File: src/rtl/ysyx_22050550_pkg.sv
// Shared constants for the ysyx_22050550 write-back/commit stage:
// machine-mode CSR addresses, mstatus/mie/mip bit positions, cause codes and the CSR op encoding.
package ysyx_22050550_pkg;

  localparam logic [11:0] CSR_MSTATUS  = 12'h300;
  localparam logic [11:0] CSR_MIE      = 12'h304;
  localparam logic [11:0] CSR_MTVEC    = 12'h305;
  localparam logic [11:0] CSR_MSCRATCH = 12'h340;
  localparam logic [11:0] CSR_MEPC     = 12'h341;
  localparam logic [11:0] CSR_MCAUSE   = 12'h342;
  localparam logic [11:0] CSR_MIP      = 12'h344;

  localparam int MSTATUS_MIE    = 3;
  localparam int MSTATUS_MPIE   = 7;
  localparam int MSTATUS_MPP_LO = 11;
  localparam int MSTATUS_MPP_HI = 12;
  localparam int MIE_MTIE       = 7;
  localparam int MIP_MTIP       = 7;

  // UXL/SXL = 2 (64-bit), MPP = M-mode
  localparam logic [63:0] MSTATUS_RESET = 64'h0000_000A_0000_1800;

  localparam int CAUSE_MTIMER  = 7;
  localparam int CAUSE_ECALL_M = 11;

  typedef enum logic [1:0] {
    CSR_NONE  = 2'b00,
    CSR_WRITE = 2'b01,
    CSR_SET   = 2'b10,
    CSR_CLEAR = 2'b11
  } csr_op_e;

endpackage

File: src/rtl/ysyx_22050550_csr_file.sv
// Machine-mode CSR registers: combinational read by address, one write port, trap/mret update port.
// Updates land on the clock edge; trap updates override the generic write port.
module ysyx_22050550_csr_file
  import ysyx_22050550_pkg::*;
#(
  parameter int XLEN        = 64,
  parameter int ECALL_CAUSE = CAUSE_ECALL_M
) (
  input  logic            clock,
  input  logic            reset,
  input  logic            irq_mtip,
  input  logic [11:0]     rd_addr,
  output logic [XLEN-1:0] rd_data,
  output logic            rd_hit,
  input  logic            wr_en,
  input  logic [11:0]     wr_addr,
  input  logic [XLEN-1:0] wr_data,
  input  logic            trap_irq,
  input  logic            trap_ecall,
  input  logic            trap_mret,
  input  logic [XLEN-1:0] trap_pc,
  output logic            irq_enable,
  output logic [XLEN-1:0] mtvec,
  output logic [XLEN-1:0] mepc
);

  logic [XLEN-1:0] mstatus_q, mtvec_q, mepc_q, mcause_q, mie_q, mip_q, mscratch_q;
  logic [XLEN-1:0] mip_rd;

  // MTIP is never stored; it is the live timer level
  always_comb begin
    mip_rd           = mip_q;
    mip_rd[MIP_MTIP] = irq_mtip;
  end

  always_comb begin
    rd_data = '0;
    rd_hit  = 1'b1;
    case (rd_addr)
      CSR_MSTATUS:  rd_data = mstatus_q;
      CSR_MIE:      rd_data = mie_q;
      CSR_MTVEC:    rd_data = mtvec_q;
      CSR_MSCRATCH: rd_data = mscratch_q;
      CSR_MEPC:     rd_data = mepc_q;
      CSR_MCAUSE:   rd_data = mcause_q;
      CSR_MIP:      rd_data = mip_rd;
      default:      rd_hit  = 1'b0;
    endcase
  end

  assign irq_enable = mstatus_q[MSTATUS_MIE] & mie_q[MIE_MTIE];
  assign mtvec      = mtvec_q;
  assign mepc       = mepc_q;

  always_ff @(posedge clock) begin
    if (reset) begin
      mstatus_q  <= XLEN'(MSTATUS_RESET);
      mtvec_q    <= '0;
      mepc_q     <= '0;
      mcause_q   <= '0;
      mie_q      <= '0;
      mip_q      <= '0;
      mscratch_q <= '0;
    end else if (trap_irq) begin
      mepc_q   <= trap_pc;
      mcause_q <= {1'b1, (XLEN-1)'(CAUSE_MTIMER)};
    end else if (trap_ecall) begin
      mepc_q                                   <= trap_pc;
      mcause_q                                 <= XLEN'(ECALL_CAUSE);
      mstatus_q[MSTATUS_MPIE]                  <= mstatus_q[MSTATUS_MIE];
      mstatus_q[MSTATUS_MIE]                   <= 1'b0;
      mstatus_q[MSTATUS_MPP_HI:MSTATUS_MPP_LO] <= 2'b11;
    end else if (trap_mret) begin
      mstatus_q[MSTATUS_MIE]                   <= mstatus_q[MSTATUS_MPIE];
      mstatus_q[MSTATUS_MPIE]                  <= 1'b1;
      mstatus_q[MSTATUS_MPP_HI:MSTATUS_MPP_LO] <= 2'b11;
    end else if (wr_en) begin
      case (wr_addr)
        CSR_MSTATUS:  mstatus_q  <= wr_data;
        CSR_MIE:      mie_q      <= wr_data;
        CSR_MTVEC:    mtvec_q    <= wr_data;
        CSR_MSCRATCH: mscratch_q <= wr_data;
        CSR_MEPC:     mepc_q     <= wr_data;
        CSR_MCAUSE:   mcause_q   <= wr_data;
        CSR_MIP:      mip_q      <= wr_data & ~(XLEN'(1) << MIP_MTIP);
        default:      ;
      endcase
    end
  end

endmodule

File: src/rtl/ysyx_22050550_wbu_commit.sv
// Registered write-back/commit: CSR ops, ecall/mret/timer-irq trap priority and a one-cycle fetch redirect.
// One cycle latency; the output beat holds while wb_ready is low and in_ready = ~wb_valid | wb_ready.
module ysyx_22050550_wbu_commit
  import ysyx_22050550_pkg::*;
#(
  parameter int XLEN        = 64,
  parameter int RADDR_W     = 5,
  parameter int ECALL_CAUSE = CAUSE_ECALL_M
) (
  input  logic               clock,
  input  logic               reset,
  input  logic               in_valid,
  output logic               in_ready,
  input  logic [XLEN-1:0]    in_pc,
  input  logic [31:0]        in_inst,
  input  logic [RADDR_W-1:0] in_rs1addr,
  input  logic               in_csrflag,
  input  logic               in_ecallflag,
  input  logic               in_mretflag,
  input  logic               in_readflag,
  input  logic               in_wen,
  input  logic [2:0]         in_func3,
  input  logic [RADDR_W-1:0] in_waddr,
  input  logic [XLEN-1:0]    in_alures,
  input  logic [XLEN-1:0]    in_lsures,
  input  logic               irq_mtip,
  output logic               wb_valid,
  input  logic               wb_ready,
  output logic [XLEN-1:0]    wb_pc,
  output logic [31:0]        wb_inst,
  output logic [RADDR_W-1:0] wb_waddr,
  output logic [XLEN-1:0]    wb_wdata,
  output logic               wb_wen,
  output logic               wb_trap,
  output logic               redirect_valid,
  output logic [XLEN-1:0]    redirect_pc,
  output logic [XLEN-1:0]    csr_mtvec,
  output logic [XLEN-1:0]    csr_mepc
);

  logic            fire;
  csr_op_e         op;
  logic [11:0]     csr_addr;
  logic [XLEN-1:0] csr_old, csr_new, rd_data;
  logic            csr_hit, csr_skip, csr_we;
  logic            irq_enable, take_irq, take_ecall, take_mret, take_redirect;
  logic            unused_func3;

  assign in_ready     = ~wb_valid | wb_ready;
  assign fire         = in_valid & in_ready;
  assign op           = csr_op_e'(in_func3[1:0]);
  assign csr_addr     = in_inst[31:20];
  assign unused_func3 = in_func3[2];

  // irq uses the CSR state from before this beat, so an enable written now only counts next beat
  assign take_irq      = fire & irq_enable & irq_mtip;
  assign take_ecall    = fire & ~take_irq & in_ecallflag;
  assign take_mret     = fire & ~take_irq & ~in_ecallflag & in_mretflag;
  assign take_redirect = take_irq | take_ecall | take_mret;

  assign csr_skip = ((op == CSR_SET) || (op == CSR_CLEAR)) && (in_rs1addr == '0);
  assign csr_we   = fire & ~take_irq & ~in_ecallflag & ~in_mretflag & in_csrflag
                  & (op != CSR_NONE) & ~csr_skip & csr_hit;

  always_comb begin
    csr_new = csr_old;
    case (op)
      CSR_WRITE: csr_new = in_alures;
      CSR_SET:   csr_new = csr_old | in_alures;
      CSR_CLEAR: csr_new = csr_old & ~in_alures;
      default:   csr_new = csr_old;
    endcase
  end

  assign rd_data = in_csrflag ? csr_old : (in_readflag ? in_lsures : in_alures);

  ysyx_22050550_csr_file #(
    .XLEN        (XLEN),
    .ECALL_CAUSE (ECALL_CAUSE)
  ) u_csr (
    .clock      (clock),
    .reset      (reset),
    .irq_mtip   (irq_mtip),
    .rd_addr    (csr_addr),
    .rd_data    (csr_old),
    .rd_hit     (csr_hit),
    .wr_en      (csr_we),
    .wr_addr    (csr_addr),
    .wr_data    (csr_new),
    .trap_irq   (take_irq),
    .trap_ecall (take_ecall),
    .trap_mret  (take_mret),
    .trap_pc    (in_pc),
    .irq_enable (irq_enable),
    .mtvec      (csr_mtvec),
    .mepc       (csr_mepc)
  );

  always_ff @(posedge clock) begin
    if (reset) begin
      wb_valid       <= 1'b0;
      wb_pc          <= '0;
      wb_inst        <= '0;
      wb_waddr       <= '0;
      wb_wdata       <= '0;
      wb_wen         <= 1'b0;
      wb_trap        <= 1'b0;
      redirect_valid <= 1'b0;
      redirect_pc    <= '0;
    end else begin
      redirect_valid <= 1'b0;
      if (fire) begin
        wb_valid       <= 1'b1;
        wb_pc          <= in_pc;
        wb_inst        <= in_inst;
        wb_waddr       <= in_waddr;
        wb_wdata       <= rd_data;
        wb_wen         <= in_wen & ~take_irq;
        wb_trap        <= take_irq;
        redirect_valid <= take_redirect;
        // mret returns to the mepc held before this edge
        if (take_redirect) redirect_pc <= take_mret ? csr_mepc : csr_mtvec;
      end else if (wb_ready) begin
        wb_valid <= 1'b0;
      end
    end
  end

endmodule
File: config.mk
export PLATFORM = sky130hd
export DESIGN_NAME = ysyx_22050550_wbu_commit
export DESIGN_NICKNAME = d
export VERILOG_FILES = /design/src/rtl/ysyx_22050550_pkg.sv /design/src/rtl/ysyx_22050550_csr_file.sv /design/src/rtl/ysyx_22050550_wbu_commit.sv
export SDC_FILE = /design/constraint.sdc
export NUM_CORES = 2
export LEC_CHECK = 0
export CAP_MARGIN = 20
export CORE_MARGIN = 3
export CORE_UTILIZATION = 45
export DETAILED_ROUTE_END_ITERATION = 12
export PLACE_DENSITY = 0.74
export SYNTH_ARGS = -nofsm -noshare
export SYNTH_HDL_FRONTEND = slang
export SYNTH_SLANG_ARGS = --single-unit
export TNS_END_PERCENT = 10
File: constraint.sdc
create_clock -name clock -period 3.1 [get_ports clock]
set_input_delay 0.93 -clock clock [delete_from_list [all_inputs] [get_ports clock]]
set_output_delay 0.93 -clock clock [all_outputs]
set_load 0.02 [all_outputs]
# Word level (Yosys, flattened, before mapping)
# Cells that the tools add are included.
[totals]
ff_bits = 680
in_bits = 247
out_inout_bits = 362
elab_cells = 112
[op_classes]
n_eq_ne = 12
n_mux = 26
bitwise = 28
n_reduce_logical = 27
[op_table]
columns = ["operator", "count"]
rows = [
  ["$mux 64", 13],
  ["$pmux 64 s7", 1],
  ["$pmux 64 s3", 1],
  ["$eq 12x10->1 const B", 7],
  ["$and 64x64->64", 1],
  ["$not 64->64", 1],
  ["$or 64x64->64", 1],
  ["$mux 13", 2],
  ["$reduce_and 5->1", 5],
  ["$reduce_and 3->1", 5],
  ["$reduce_bool 3->1", 5],
  ["$and 1x1->1", 14],
  ["$not 1->1", 8],
  ["$reduce_bool 2->1", 4],
  ["$mux 1", 7],
  ["$reduce_or 7->1", 1],
  ["$logic_not 5->1", 1],
  ["$eq 2x2->1 const B", 2],
  ["$mux 2", 2],
  ["$reduce_or 2->1", 2],
  ["$ne 3x3->1 const B", 1],
  ["$or 1x1->1", 3],
  ["$reduce_or 3->1", 1],
  ["$eq 2x1->1 const B", 1],
  ["other kinds (4)", 4],
]

# Longest topological paths before layout
[logic_depth]
depth_word = 17
ltp_mapped = 12
depth_no_buf = 6

# Modules after synthesis
# Synthesis repeated with hierarchy kept, for this count alone.
[unflattened]
cells_unflattened = 3881
area_unflattened_um2 = 32283.5
[by_module_without_submodules]
columns = ["module", "instances", "cells_each", "area_per_inst_um2", "seq_area_each_um2"]
rows = [
  ["ysyx_22050550_csr_file", 1, 2466, 19417.4, 8948.6],
  ["ysyx_22050550_wbu_commit", 1, 1415, 12866.1, 4664.5],
]

# Least setup slack after synthesis
# No wires, ideal clock.
[synth_timing]
path_kind = "input port to flip-flop"
from = "input port in_inst[25]"
to = "register u_csr.mtvec_q[44] (netlist: u_csr.mtvec[44])"
setup_time_ps = 117
arrival_ps = 2946
t_required_ps = 2983
slack_ps = 37
path_stages = 9
n_path_buf = 4
cell_sequence = "buf_2 or4_1 buf_2 nor4_4 and4_1 buf_2 nor2_2 buf_2 a22o_1"
[synth_via]
elab_chain_len = 5
elab_cells_between_ends = 15
[synth_rtl]
columns = ["element", "line_no", "source"]
rows = [
  ["from (decl)", "ysyx_22050550_wbu_commit.sv:15", "input logic [31:0] in_inst,"],
  ["$eq 12x10->1 (on tied branches)", "ysyx_22050550_csr_file.sv:39, ysyx_22050550_csr_file.sv:78", ""],
  ["$reduce_or 7->1 (no source line)", "-", ""],
  ["$mux 1", "ysyx_22050550_csr_file.sv:39", "case (rd_addr)"],
  ["$and 1x1->1", "ysyx_22050550_wbu_commit.sv:63", "& (op != CSR_NONE) & ~csr_skip & csr_hit;"],
  ["$reduce_and 5->1 (no source line)", "-", ""],
  ["to (signal assigned)", "ysyx_22050550_csr_file.sv:81", "CSR_MTVEC: mtvec_q <= wr_data;"],
  ["to (decl)", "ysyx_22050550_csr_file.sv:27", "logic [XLEN-1:0] mstatus_q, mtvec_q, mepc_q, mcause_q, mie_q, mip_q, mscratch_q;"],
]
# Parallel ways exist; a longest one is shown, timed or not.
# A chain may end at the register's enable or synchronous reset.

# Worst setup path in the final report
[layout_timing]
from = "input port in_inst[28]"
to = "register u_csr.mtvec_q[11] (netlist: u_csr.mtvec[11])"
# The elaborated chain is that of the path after synthesis.

==> results.md <==
* FF+latch count, synth at 680
* Routability cong. at 0.9732
* EDFF count, synth at 0
* Die Y at 267.3 microns
* TritonRoute pass-1 iters at 8
* Post-Syn Area at 30710 sq um
* Reg-to-reg slack, setup at 0.66 ns
* Grt ovf at 0
* Top layer in use: met5
* Via density at 6.256
* Vias at 34.10k
* Later-pin clock latency in the skew report at 0.62 ns
* Design Power at 22.00 mW
* RSZ-0062 raised after global routing: yes
* DRT Wirelength at 143.7 mm
* Post-synth top area cell: dfxtp_1
* Clock Pin Slew Worst Setup and Hold Paths at 0.06 ns
* CTS tree: built
* Post-layout min period at 3.104 ns
* Slowest stage cell, crit path: nor3_1
* Met2 Wirelength at 62.19 mm
* Initial antenna violation count at 14
* Main synth FF type: dfxtp_1
* Yosys cell types at 79
* Yosys warning count at 0
* Outcome: finished with violations
* Die W at 267.3 microns
* Crit path cell chain: clkdlybuf4s50_1 -> nand3b_1 -> nor4_4 -> buf_4 -> buf_12 -> a22o_1 -> nor3_1 -> a22oi_2 -> buf_12 -> a22o_1
* Relative slew slack at 32.23%
* Final hold vios at 0
* Synth-to-Final Area Change at 41.73%
* Area of the multi-input gates at 15960 sq um
* Worst vdd ir at 0.3123 mV
* Pins Over Slew Limit at 0
* Die ar. at 71420 sq um
* Syn Inst Count at 3748
* Fillcell total at 5663
* Clk sinks at 680
* Final worst setup slack at -0.004402 ns
* Share of post-route cells with drive strength above 1 at 15.48%
* IO Count at 609
* Slowest stage delay, CP at 0.58 ns
* CTS Root Cell: clkbuf_16
* Detailed Route Iter0 Violations at 4449
* Nets@finish at 4766
* Share of synthesized registers carrying an async set or reset at 0%
* Setup crit end kind: flop
* Hold Buf Count CTS at 0
* Top-count cell post-synth: nand2_1
* Clock buffer depth at 3
* Hold Crit Class: reg2reg
* Critical Path AT at 3.60 ns
* Worst-path fanout max at 29
* Initial Utilization at 45.57%
* # DRC at 0
* CP Class: in2reg
* Failing checks: setup timing
* Worst-margin pin slew at 1.014 ns
* First-pass GRT wire length at 207.0 mm
* Core area at 67400 sq um
* I/O Buffers at 607
* Wire per inst at 26.35 microns
* Seq. cell area at 13610 sq um
* Met3 routed WL at 20.23 mm
* Clk_skew at 0.02876 ns
* Largest net degree at the start of global routing at 114
* Post-DP HPWL at 102.3 mm
* Syn nets at 3995
* Average cell area after synthesis at 8.195 sq um
* DRT met1 WL at 53.71 mm
* Pleak at 16.06 nW
* Crit start category: input port
* PwrDens at 505.5 nW/um^2
* Htree depth at 3
* Most frequent cells after synthesis: nand2_1, dfxtp_1, o21ai_0
* Critical Path RT at 3.59 ns
* Clock buffer count from CTS at 74
* Remaining antenna violation count at 0
* Vias in the first global route at 31.85k
* Row cnt at 95
* Max Cap Viol at 0
* Final Cycle Share at 100.1%
* Fmax at 0.3221 GHz
* Sequential area share after synthesis at 44.32%
* All-Layer GR Usage at 38.33%
* Yosys top cell area share at 44.32%
* Setup TNS at -0.008171 ns
* Setup violators final at 2
* Top cells by area, synth: dfxtp_1, nand2_1, o21ai_0
==> critical path, delay by kind of cell <==
kind	cells	cell delay [ns]
buffers and inverters	4	1.10
AOI/OAI and AO/OA	3	0.65
and+or+nand+nor	3	0.90
==> report_power, final <==
part           total [mW]  internal [mW]  switching (mW)
Combinational        3.20           1.33            1.88
Clock                9.66           5.90            3.76
Sequential           9.14           8.97           0.165
Total                22.0           16.2            5.81
==> flip-flops by register name (all words and copies together) (netlist names) <==
signal,count
wb_pc,64
wb_trap,1
u_csr.mepc,64
u_csr.mip_q,63
u_csr.mcause_q,64
wb_waddr,5
wb_inst,32
wb_valid,1
redirect_pc,64
u_csr.mie_q,64
u_csr.mstatus_q,64
u_csr.mtvec,64
wb_wen,1
u_csr.mscratch_q,64
wb_wdata,64
redirect_valid,1
==> final timing paths <==
kind	end	start	depth (start not counted)
worst min-delay path	u_csr.mip_q[58]	u_csr.mip_q[58]	2
worst max-delay path	u_csr.mtvec[11]	in_inst[28]	10
worst max register to register	u_csr.mscratch_q[0]	wb_valid	8
worst min register to register	u_csr.mip_q[58]	u_csr.mip_q[58]	2
==> final cells by class <==
type,instances,share of cell area [%]
tap,873,2.509
inverter,8,0.06899
clock buffer,101,4.809
sequential,680,31.27
clock inverter,30,1.216
multi-input combinational,2728,36.67
antenna,4,0.02300
timing repair buffer,1027,23.43
==> timing repair <==
| action | 4_1_cts | 5_1_grt |
|---|---|---|
| setup endpoints to repair | 25 | 353 |
| pin swaps | 0 | 13 |
| setup buffers | 0 | 3 |
| gates resized for setup | 7 | 50 |
| gates cloned | 0 | 1 |
| endpoints found under the hold margin | 0 | 0 |
==> stage by stage <==
| step | cells | hold WS (ns) | worst slack, ns | area (sq um) | utilization (%) |
|---|---|---|---|---|---|
| 3_3_place_gp | 5311 | 0.4257 | -0.6693 | 40710 | 60.41 |
| 3_5_place_dp | 5312 | 0.4294 | -0.6809 | 40720 | 60.41 |
| 5_1_grt | 5449 | 0.4619 | -0.04748 | 43520 | 64.58 |
| 6_report | 5451 | 0.4444 | -0.004402 | 43530 | 64.59 |
| 2_1_floorplan | 3748 | 0.4066 | 0.03668 | 30710 | - |
| 4_1_cts | 5443 | 0.4369 | -0.01570 | 43350 | 64.32 |
==> kinds of logic (layout without fill, tap and decap cells) <==
kind of cell              Yosys count  count (layout)  share of synthesized area (%)
DFF                               680             680                          44.32
buffers and inverters             340            1166                          4.648
AOI/OAI and AO/OA                1084            1084                          23.08
muxes                             178             178                          6.099
xor gates and xnor gates           60              60                          1.711
and+or+nand+nor                  1406            1406                          20.14
other                               0               4                              0
==> cells in the final DEF (no fill, tap or decap), types with 22 or more instances in the layout <==
master | Yosys | routed
nand2_1 | 895 | 888
dfxtp_1 | 680 | 680
clkdlybuf4s50_1 | 0 | 594
o21ai_0 | 368 | 345
buf_4 | 5 | 341
a21oi_1 | 221 | 220
nor2_1 | 138 | 129
nand3_1 | 119 | 119
mux2i_1 | 105 | 105
a311oi_1 | 105 | 104
clkbuf_16 | 0 | 75
buf_12 | 0 | 75
mux2_2 | 73 | 73
xnor2_1 | 59 | 59
and3_1 | 56 | 56
a22oi_1 | 49 | 49
o21ai_1 | 19 | 40
a22o_1 | 45 | 40
nor3_1 | 37 | 35
a32o_1 | 34 | 34
o211ai_1 | 33 | 33
a211oi_1 | 32 | 32
nand4_1 | 31 | 31
o31a_1 | 30 | 30
and2_1 | 28 | 27
o22ai_1 | 22 | 22
==> routing by layer <==
layer	vias up	GRT usage, %
li1	14980	-
met1	16240	48.48
met2	2371	58.99
met3	497	12.62
met4	20	18.38
met5	-	0
No activity file was read; power rests on OpenSTA's default activity.
